`src/rtl/i2c_register_target.sv`:
```
// I2C target with 7-bit address match, register pointer, byte writes and
// auto-incrementing burst reads against an external byte-wide register file.
module i2c_register_target #(
  parameter logic [6:0] DEV_ADDR    = 7'h68,
  parameter int         SYNC_STAGES = 2
) (
  input  logic       clk,
  input  logic       rst,
  input  logic       scl_in,
  input  logic       sda_in,
  output logic       sda_oe,
  output logic [7:0] reg_addr,
  output logic [7:0] reg_wdata,
  output logic       reg_we,
  input  logic [7:0] reg_rdata,
  output logic       reg_re,
  output logic       busy
);

  typedef enum logic [3:0] {
    IDLE, ADDR, ADDR_ACK, PTR, PTR_ACK, WDATA, WDATA_ACK, RDATA, RDATA_ACK
  } state_t;

  state_t                 state, state_n;
  logic [SYNC_STAGES-1:0] scl_sync, sda_sync;
  logic                   scl_prev, sda_prev, scl_s, sda_s;
  logic                   scl_rise, scl_fall, sda_rise, sda_fall;
  logic                   start_cond, stop_cond;
  logic [3:0]             bit_cnt, bit_cnt_n;
  logic [7:0]             rx_shift, rx_shift_n, tx_shift, tx_shift_n, rx_byte;
  logic [7:0]             reg_addr_n, reg_wdata_n;
  logic                   sda_oe_n, reg_we_n, reg_re_n, busy_n;
  logic                   master_ack, master_ack_n;

  // Synchronizers preset to the idle-bus level so reset never fakes an edge
  always_ff @(posedge clk) begin
    if (rst) begin
      scl_sync <= '1;
      sda_sync <= '1;
      scl_prev <= 1'b1;
      sda_prev <= 1'b1;
    end else begin
      scl_sync <= {scl_sync[SYNC_STAGES-2:0], scl_in};
      sda_sync <= {sda_sync[SYNC_STAGES-2:0], sda_in};
      scl_prev <= scl_s;
      sda_prev <= sda_s;
    end
  end

  assign scl_s      = scl_sync[SYNC_STAGES-1];
  assign sda_s      = sda_sync[SYNC_STAGES-1];
  assign scl_rise   = scl_s & ~scl_prev;
  assign scl_fall   = ~scl_s & scl_prev;
  assign sda_rise   = sda_s & ~sda_prev;
  assign sda_fall   = ~sda_s & sda_prev;
  assign start_cond = sda_fall & scl_s;
  assign stop_cond  = sda_rise & scl_s;
  assign rx_byte    = {rx_shift[6:0], sda_s};

  always_ff @(posedge clk) begin
    if (rst) begin
      state      <= IDLE;
      bit_cnt    <= '0;
      rx_shift   <= '0;
      tx_shift   <= '0;
      sda_oe     <= 1'b0;
      reg_addr   <= '0;
      reg_wdata  <= '0;
      reg_we     <= 1'b0;
      reg_re     <= 1'b0;
      busy       <= 1'b0;
      master_ack <= 1'b0;
    end else begin
      state      <= state_n;
      bit_cnt    <= bit_cnt_n;
      rx_shift   <= rx_shift_n;
      tx_shift   <= tx_shift_n;
      sda_oe     <= sda_oe_n;
      reg_addr   <= reg_addr_n;
      reg_wdata  <= reg_wdata_n;
      reg_we     <= reg_we_n;
      reg_re     <= reg_re_n;
      busy       <= busy_n;
      master_ack <= master_ack_n;
    end
  end

  // Bus conditions take priority; otherwise the state acts on SCL edges only
  always_comb begin
    state_n      = state;
    bit_cnt_n    = bit_cnt;
    rx_shift_n   = rx_shift;
    tx_shift_n   = tx_shift;
    sda_oe_n     = sda_oe;
    reg_addr_n   = reg_addr;
    reg_wdata_n  = reg_wdata;
    reg_we_n     = 1'b0;
    reg_re_n     = 1'b0;
    busy_n       = busy;
    master_ack_n = master_ack;

    if (start_cond) begin
      state_n   = ADDR;
      bit_cnt_n = '0;
      sda_oe_n  = 1'b0;
      busy_n    = 1'b0;
    end else if (stop_cond) begin
      state_n  = IDLE;
      sda_oe_n = 1'b0;
      busy_n   = 1'b0;
    end else begin
      case (state)
        IDLE: ;
        ADDR, PTR, WDATA: begin
          if (scl_rise && bit_cnt < 4'd8) begin
            rx_shift_n = rx_byte;
            bit_cnt_n  = bit_cnt + 4'd1;
            if (bit_cnt == 4'd7) begin
              if (state == ADDR && rx_byte[7:1] != DEV_ADDR) state_n = IDLE;
              if (state == PTR) reg_addr_n = rx_byte;
              if (state == WDATA) begin
                reg_wdata_n = rx_byte;
                reg_we_n    = 1'b1;
              end
            end
          end else if (scl_fall && bit_cnt == 4'd8) begin
            sda_oe_n = 1'b1;
            case (state)
              ADDR: begin
                busy_n  = 1'b1;
                state_n = ADDR_ACK;
              end
              PTR:     state_n = PTR_ACK;
              default: state_n = WDATA_ACK;
            endcase
          end
        end
        ADDR_ACK: begin
          if (scl_fall) begin
            bit_cnt_n = '0;
            if (!rx_shift[0]) begin
              sda_oe_n = 1'b0;
              state_n  = PTR;
            end else begin
              tx_shift_n = reg_rdata;
              sda_oe_n   = ~reg_rdata[7];
              reg_re_n   = 1'b1;
              state_n    = RDATA;
            end
          end
        end
        PTR_ACK: begin
          if (scl_fall) begin
            sda_oe_n  = 1'b0;
            bit_cnt_n = '0;
            state_n   = WDATA;
          end
        end
        WDATA_ACK: begin
          if (scl_fall) begin
            sda_oe_n   = 1'b0;
            bit_cnt_n  = '0;
            reg_addr_n = reg_addr + 8'd1;
            state_n    = WDATA;
          end
        end
        RDATA: begin
          if (scl_fall) begin
            if (bit_cnt == 4'd7) begin
              sda_oe_n     = 1'b0;
              reg_addr_n   = reg_addr + 8'd1;
              master_ack_n = 1'b0;
              state_n      = RDATA_ACK;
            end else begin
              tx_shift_n = {tx_shift[6:0], 1'b0};
              sda_oe_n   = ~tx_shift[6];
              bit_cnt_n  = bit_cnt + 4'd1;
            end
          end
        end
        RDATA_ACK: begin
          // The master's ACK is seen on the rise; the next byte starts on the fall
          if (scl_rise) begin
            if (!sda_s) master_ack_n = 1'b1;
            else        state_n      = IDLE;
          end else if (scl_fall && master_ack) begin
            master_ack_n = 1'b0;
            tx_shift_n   = reg_rdata;
            sda_oe_n     = ~reg_rdata[7];
            reg_re_n     = 1'b1;
            bit_cnt_n    = '0;
            state_n      = RDATA;
          end
        end
        default: state_n = IDLE;
      endcase
    end
  end

endmodule
```
`config.mk`:
```
export PLATFORM = sky130hd
export DESIGN_NAME = i2c_register_target
export DESIGN_NICKNAME = d
export VERILOG_FILES = /design/src/rtl/i2c_register_target.sv
export SDC_FILE = /design/constraint.sdc
export NUM_CORES = 1
export LEC_CHECK = 0
export CAP_MARGIN = 20
export CELL_PAD_IN_SITES_DETAIL_PLACEMENT = 2
export CELL_PAD_IN_SITES_GLOBAL_PLACEMENT = 2
export CORE_UTILIZATION = 35
export CTS_BUF_LIST = sky130_fd_sc_hd__clkbuf_8
export DETAILED_ROUTE_END_ITERATION = 8
export DONT_BUFFER_PORTS = 1
export GPL_ROUTABILITY_DRIVEN = 0
export PLACE_DENSITY = 0.81
export RECOVER_POWER = 50
export REMOVE_ABC_BUFFERS = 1
export SLEW_MARGIN = 20
export SYNTH_ARGS = -nofsm -noshare
export SYNTH_HDL_FRONTEND = slang
export SYNTH_SLANG_ARGS = --single-unit
```
`constraint.sdc`:
```
create_clock -name clk -period 2.3 [get_ports clk]
set_clock_uncertainty 0.05 [all_clocks]
set_input_delay 0.23 -clock clk [delete_from_list [all_inputs] [get_ports clk]]
set_output_delay 0.23 -clock clk [all_outputs]
set_load 0.01 [all_outputs]
```
==> reports/qor.yml, run 1 <==
hold_viol: 0
grt_max_degree: 38
critPathMaxStageDelay_ns: 0.45
num-fill-cells: 866
final_util_pct: 39.8
drt_first_iter_violations: 128
finalCritPeriodShare_pct: 94.4
seqCellArea_sq_um: 983
status: "finished, final reports clean"
critPathArrivalTime_ns: 2.34
areaGrowthSynthToFinish_pct: 10.1
async_flop_share_pct: 0
path_cells: "buf_4 > nor2b_1 > clkbuf_1 > nand4_1 > clkbuf_2 > mux2i_1 > nor2_1"
setup_viol: 0
drc: 0
synth.area.top_cells: "dfxtp_1 (37%), mux2i_1 (7.3%), nor2_1 (5.0%), a21oi_1 (4.0%), nand2_1 (3.1%)"
mostFrequentLayoutCells: "dfxtp_1 (47), nor2_1 (35), nand2_1 (22), a21oi_1 (21), mux2i_1 (19)"
maxCapViolations: 0
power.share.sequential_pct: 56.8
clk_latency_ns: 0.32
n_antenna_cell: 0
ctsHtreeMaxLevel: 2
grt_usage_pct: 21.9
synth_seq_area_share_pct: 37.4
r2r-start: "state[3]"
num_vias: 2472
hpwlAfterDp_mm: 5.65
cp.required_ns: 2.47
rows: 31
grt_setup_unrepaired: "yes"
finalHoldWorstSlack_ns: 0.00667
dieArea_sq_mm: 0.00784
cp-start-kind: "register"
min_from: "reg_rdata[0]"
numCtsBuffers: 5
via_per_inst: 5.90
clockRootBuffer: "clkbuf_8"
synth_edf_count: 0
grt_first_pass_wirelength_mm: 13.0
syn_avg_cell_area_sq_um: 8.35
switching_share_pct: 27.0
multi_input_area_sq_mm: 0.00149
peakVddDrop_mv: 0.222
tightest_slew_ns: 0.596
crit_start: "state[3]"
comb_power_share_pct: 6.5
power_mw: 1.52
synth_area_sq_mm: 0.00262
netlist.top_cell.by_area: "dfxtp_1"
powerDensity_mw_per_mm2: 528
routed_wl_mm: 8.27
leakage_nw: 1.03
crit_fanout: 13
die_x_microns: 88.6
antenna_found_initial: 0
relSlewSlack_pct: 60.0
fin_tns_setup_ns: 0
reg2reg_depth: 7
synth_top_area_share_pct: 37.4
die_h_microns: 88.6
worst_hold_path.num_cells: 2
yosysWarnings: 0
worst_path_max_delay_cell: "clkbuf_1"
finalCriticalPeriod_ns: 2.17
synth_cells: 314
switchingPower_uw: 411
initial_core_util_pct: 36.2
max_freq_ghz: 0.461
setup.worst_path.class: "register to register"
finalMaxSlewViolations: 0
final_layout_size_suffix_gt1_share_pct: 14.7
share_clk_of_total_power_pct: 36.7
ctsLongestPathBuffers: 2
cts.clk_slew.worst_paths_ns: 0.10
synth_flop_cell: "dfxtp_1"
core-area_sq_mm: 0.00725
top_level_ports: 32
drtAntennaViolNets: 0
clkSinkCount: 49
cts_tree: "built"
synth.ff_latch_count: 49
port_buffers: 0
p_int_mw: 1.11
postCtsSetupBuffers: 0
synth_cell_types: 55
dr.pass1.iters: 5
end_kind: "register"
overflow: 0
final_common_cell: "dfxtp_1"
hold_path.class: "input port to register"
nNetsFinal: 334
wl_per_cell_microns: 19.7
grt_pass1_vias: 2490
==> layer usage <==
| layer | part of all wire (%) | track usage (%) | up-vias | wire length (microns) |
|---|---|---|---|---|
| li1 | - | - | 1157 | - |
| met1 | 47 | 28.8 | 1251 | 3900 |
| met2 | 48 | 37.3 | 49 | 3980 |
| met3 | 2.8 | 3.54 | 15 | 232 |
| met4 | 1.9 | 6.01 | 0 | 153 |
| met5 | 0 | 0 | - | 0 |
==> power by group through the flow <==
stage          clock network (mW)  logic, mW  registers, mW
3_5_place_dp                    0     0.0817          0.884
4_1_cts                     0.567      0.101          0.865
3_3_place_gp                    0     0.0795          0.883
6_report                    0.559     0.0998          0.865
5_1_grt                     0.608      0.108          0.867
2_1_floorplan                   0     0.0515          0.884
==> state kept, by name, indices dropped and copies added (netlist names), 2 cells and up <==
register and cells:
bit_cnt 4, reg_addr 8, reg_wdata 8, rx_shift 7, scl_sync 2, sda_sync 2
state 4, tx_shift 7
==> logic make-up after synthesis <==
logic type / count (synthesis) / synth area share (%)
buffers and inverters: 32 / 6.06
AO/OA/AOI/OAI: 79 / 21.5
adder cells (fa/ha/maj): 3 / 1.43
XOR/XNOR: 1 / 0.334
flip-flops: 49 / 37.4
multiplexers: 19 / 7.25
AND/OR/NAND/NOR: 131 / 26.0
==> synthesized netlist by cell type (7+ instances only) <==
cell type / n
nand4_1: 7
buf_2: 7
or2_2: 8
a21oi_1: 21
nor2_1: 35
dfxtp_1: 49
clkbuf_1: 10
nor3_1: 11
mux2i_1: 19
nand2b_1: 8
inv_1: 9
o21ai_0: 13
nand2_1: 22
nand3_1: 11
a311oi_1: 8
==> layout make-up <==
class                   instances  area share (%)
inverters                       9            1.17
repair buffers                 21            5.59
well taps                      99            4.29
clock inverters                 3           0.867
clock buffers                   5            2.38
multi-input cells             233            51.6
flip-flops and latches         49            34.1
==> through the flow <==
step,cell area [sq um],worst slack [ns],instances
final,2890,0.129,419
after global routing,2890,-0.0151,419
after detailed placement,2760,0.113,408
after global placement,2760,0.154,408
after CTS,2890,0.0572,419
after floorplan,2500,0.0661,291
==> path summary, 6_finish.rpt <==
check,end,slack (ns)
setup / recovery,reg_wdata[7],0.13
hold / removal,tx_shift[0],0.007
setup reg to reg,reg_wdata[7],0.13
hold reg to reg,scl_sync[1],0.37
==> critical path, delay by kind of cell (launching register included) <==
kind / cells / cell delay, ns
AND/OR/NAND/NOR: 3 / 0.47
multiplexers: 1 / 0.20
buffers and inverters: 3 / 0.93
flip-flops: 1 / 0.41
==> timing repair <==
action	CTS	global route
hold endpoints to repair	37	0
gates resized for setup	0	5
hold buffers	3	0
setup endpoints to repair	0	4
(Power assumes the default switching activity.)
==> run 2, diff against run 1 <==
--- a/config.mk
+++ b/config.mk
@@ -5,7 +5,7 @@
 export SDC_FILE = /design/constraint.sdc
 export NUM_CORES = 1
 export LEC_CHECK = 0
-export CAP_MARGIN = 20
+export ABC_AREA = 0
 export CELL_PAD_IN_SITES_DETAIL_PLACEMENT = 2
 export CELL_PAD_IN_SITES_GLOBAL_PLACEMENT = 2
 export CORE_UTILIZATION = 35
==> results of run 2 <==
No change in the layout: final DEF, timing and power equal those of run 1.
==> run 3, diff against run 2 <==
--- a/config.mk
+++ b/config.mk
@@ -10,9 +10,11 @@
 export CELL_PAD_IN_SITES_GLOBAL_PLACEMENT = 2
 export CORE_UTILIZATION = 35
 export CTS_BUF_LIST = sky130_fd_sc_hd__clkbuf_8
+export CTS_CLUSTER_DIAMETER = 50
 export DETAILED_ROUTE_END_ITERATION = 8
 export DONT_BUFFER_PORTS = 1
 export GPL_ROUTABILITY_DRIVEN = 0
+export GPL_TIMING_DRIVEN = 0
 export PLACE_DENSITY = 0.81
 export RECOVER_POWER = 50
 export REMOVE_ABC_BUFFERS = 1
==> run 3 against run 2 <==
  * Sequential share of layout area grew 0.35 points
  * Maximum frequency is 4.8% lower
  * Routed wire length decreased by 3.0%
  * Combinational power decreased by 8.3%
  * Largest power group unchanged
==> reports/qor.yml, run 3 (synthesis gave the netlist of run 1 again) <==
cts.clk_slew.worst_paths_ns: 0.11  # about the same
timing.final.ws_setup_ns: 0.0183  # -0.110 ns
grt_first_pass_wirelength_mm: 12.8  # -2.0%
clockRootBuffer: "clkbuf_8"
n_antenna_cell: 0  # unchanged
top_regs: "reg_addr x8, reg_wdata x8"
drc: 0  # unchanged
finalCritPeriodShare_pct: 99.2  # +4.8 points
die_h_microns: 88.6  # unchanged
critPathMaxStageDelay_ns: 0.52  # +0.07 ns
relSlewSlack_pct: 49.9  # -10 points
preCtsSetupSlack_ns: -0.817  # -0.930 ns
worst_path_max_delay_cell: "or3b_1"
clkSinkCount: 49  # unchanged
hpwlAfterDp_mm: 5.49  # -2.9%
via_per_inst: 5.75  # -2.5%
hold_path.class: "input port to register"
status: "finished, final reports clean"
maxCapViolations: 0  # unchanged
power_mw: 1.54  # +0.82%
numCtsBuffers: 5  # unchanged
ctsLongestPathBuffers: 2  # unchanged
critPathTopFamily: "simple AND/OR/NAND/NOR gates"
finalHoldWorstSlack_ns: 0.0197  # +0.0130 ns
drtAntennaViolNets: 0  # unchanged
leakage_nw: 1.00  # -2.2%
drt_first_iter_violations: 134  # +4.7%
cp-start-kind: "register"
initial_core_util_pct: 36.2  # unchanged
antenna_found_initial: 0  # unchanged
cts_tree: "built"
crit_fanout: 12  # -1
final_util_pct: 39.5  # -0.26 points
finalCriticalPeriod_ns: 2.28  # +0.110 ns
dieArea_sq_mm: 0.00784  # unchanged
num-fill-cells: 825  # -4.7%
setup.worst_path.class: "register to register"
final_layout_size_suffix_gt1_share_pct: 14.2  # -0.45 points
hold_viol: 0  # unchanged
port_buffers: 0  # unchanged
core-area_sq_mm: 0.00725  # unchanged
critPathArrivalTime_ns: 2.46  # +0.12 ns
tightest_slew_ns: 0.749  # +0.153 ns
overflow: 0  # unchanged
mostFrequentLayoutCells: "dfxtp_1 (44), nor2_1 (35), nand2_1 (22), a21oi_1 (21), mux2i_1 (19)"
routed_wl_mm: 8.02  # -3.0%
cp.required_ns: 2.48  # about the same
end_kind: "register"
ctsHtreeMaxLevel: 2  # unchanged
grt_max_degree: 38  # unchanged
clk_latency_ns: 0.33  # about the same
path_cells: "or3b_1 > nor3_1 > and2_2 > mux2i_1 > nor2_1"
grt_pass1_vias: 2498  # +0.32%
dr.pass1.iters: 4  # -1
powerDensity_mw_per_mm2: 536  # +1.5%
top_level_ports: 32  # unchanged
die_x_microns: 88.6  # unchanged
areaGrowthSynthToFinish_pct: 9.35
rows: 31  # unchanged
setup_viol: 0  # unchanged
nNetsFinal: 323  # -3.3%
num_vias: 2347  # -5.1%
finalMaxSlewViolations: 0  # unchanged
fin_tns_setup_ns: 0  # unchanged
wl_per_cell_microns: 19.7  # -0.41%
grt_usage_pct: 21.4  # -0.49 points
peakVddDrop_mv: 0.248  # +11%
final_common_cell: "dfxtp_1"
max_freq_ghz: 0.438  # -4.8%
path_buf_inv: 0  # -3
run 3: cell types whose count changed in the layout (fill, tap and decap cells not counted), sizes merged:
| cell | before | now |
|---|---|---|
| clkbuf | 9 | 5 |
| clkinvlp | 1 | 0 |
| inv | 10 | 11 |
| buf | 15 | 8 |
run 3: repair_timing:
action                                 4_1_cts  5_1_grt
pin swaps                                    1        1
gates resized for setup                     12        4
endpoints found under the hold margin       37        0
setup endpoints to repair                   30       22
setup buffers                                0        7
hold buffers                                 3        0
run 3: final cells by class:
cell class	count	area [sq um]	area share, %
well taps	99	124	4.32
inverters	9	33.8	1.18
repair buffers	10	105	3.66
multi-input cells	233	1520	53.0
clock buffers	5	68.8	2.40
clock inverters	3	28.8	1.00
flip-flops and latches	49	987	34.4
run 3: report_power, final:
| part | internal [mW] | leakage [nW] | switching, mW | total (mW) |
|---|---|---|---|---|
| Clock | 0.228 | 0.0506 | 0.346 | 0.574 |
| Combinational | 0.0364 | 0.555 | 0.0551 | 0.0915 |
| Sequential | 0.856 | 0.397 | 0.0159 | 0.872 |
run 3: worst paths after layout:
check | from | slack (ns) | depth (start not counted) | end
worst min register to register | scl_sync[0] | 0.37 | 1 | scl_sync[1]
worst max register to register | scl_sync[1] | 0.02 | 5 | rx_shift[0]
worst max-delay path | scl_sync[1] | 0.02 | 5 | rx_shift[0]
worst min-delay path | reg_rdata[2] | 0.02 | 2 | tx_shift[2]
run 3: layer usage:
layer	track usage, %	share of wire, %
met3	3.92	3.0
met2	35.7	49
met1	27.9	46
met5	0	0
met4	7.48	1.4
run 3: per-stage QoR:
step                      std cells  area [sq um]
after global routing            408          2870
after CTS                       401          2790
after floorplan                 291          2500
after detailed placement        390          2620
final                           408          2870
after global placement          390          2620
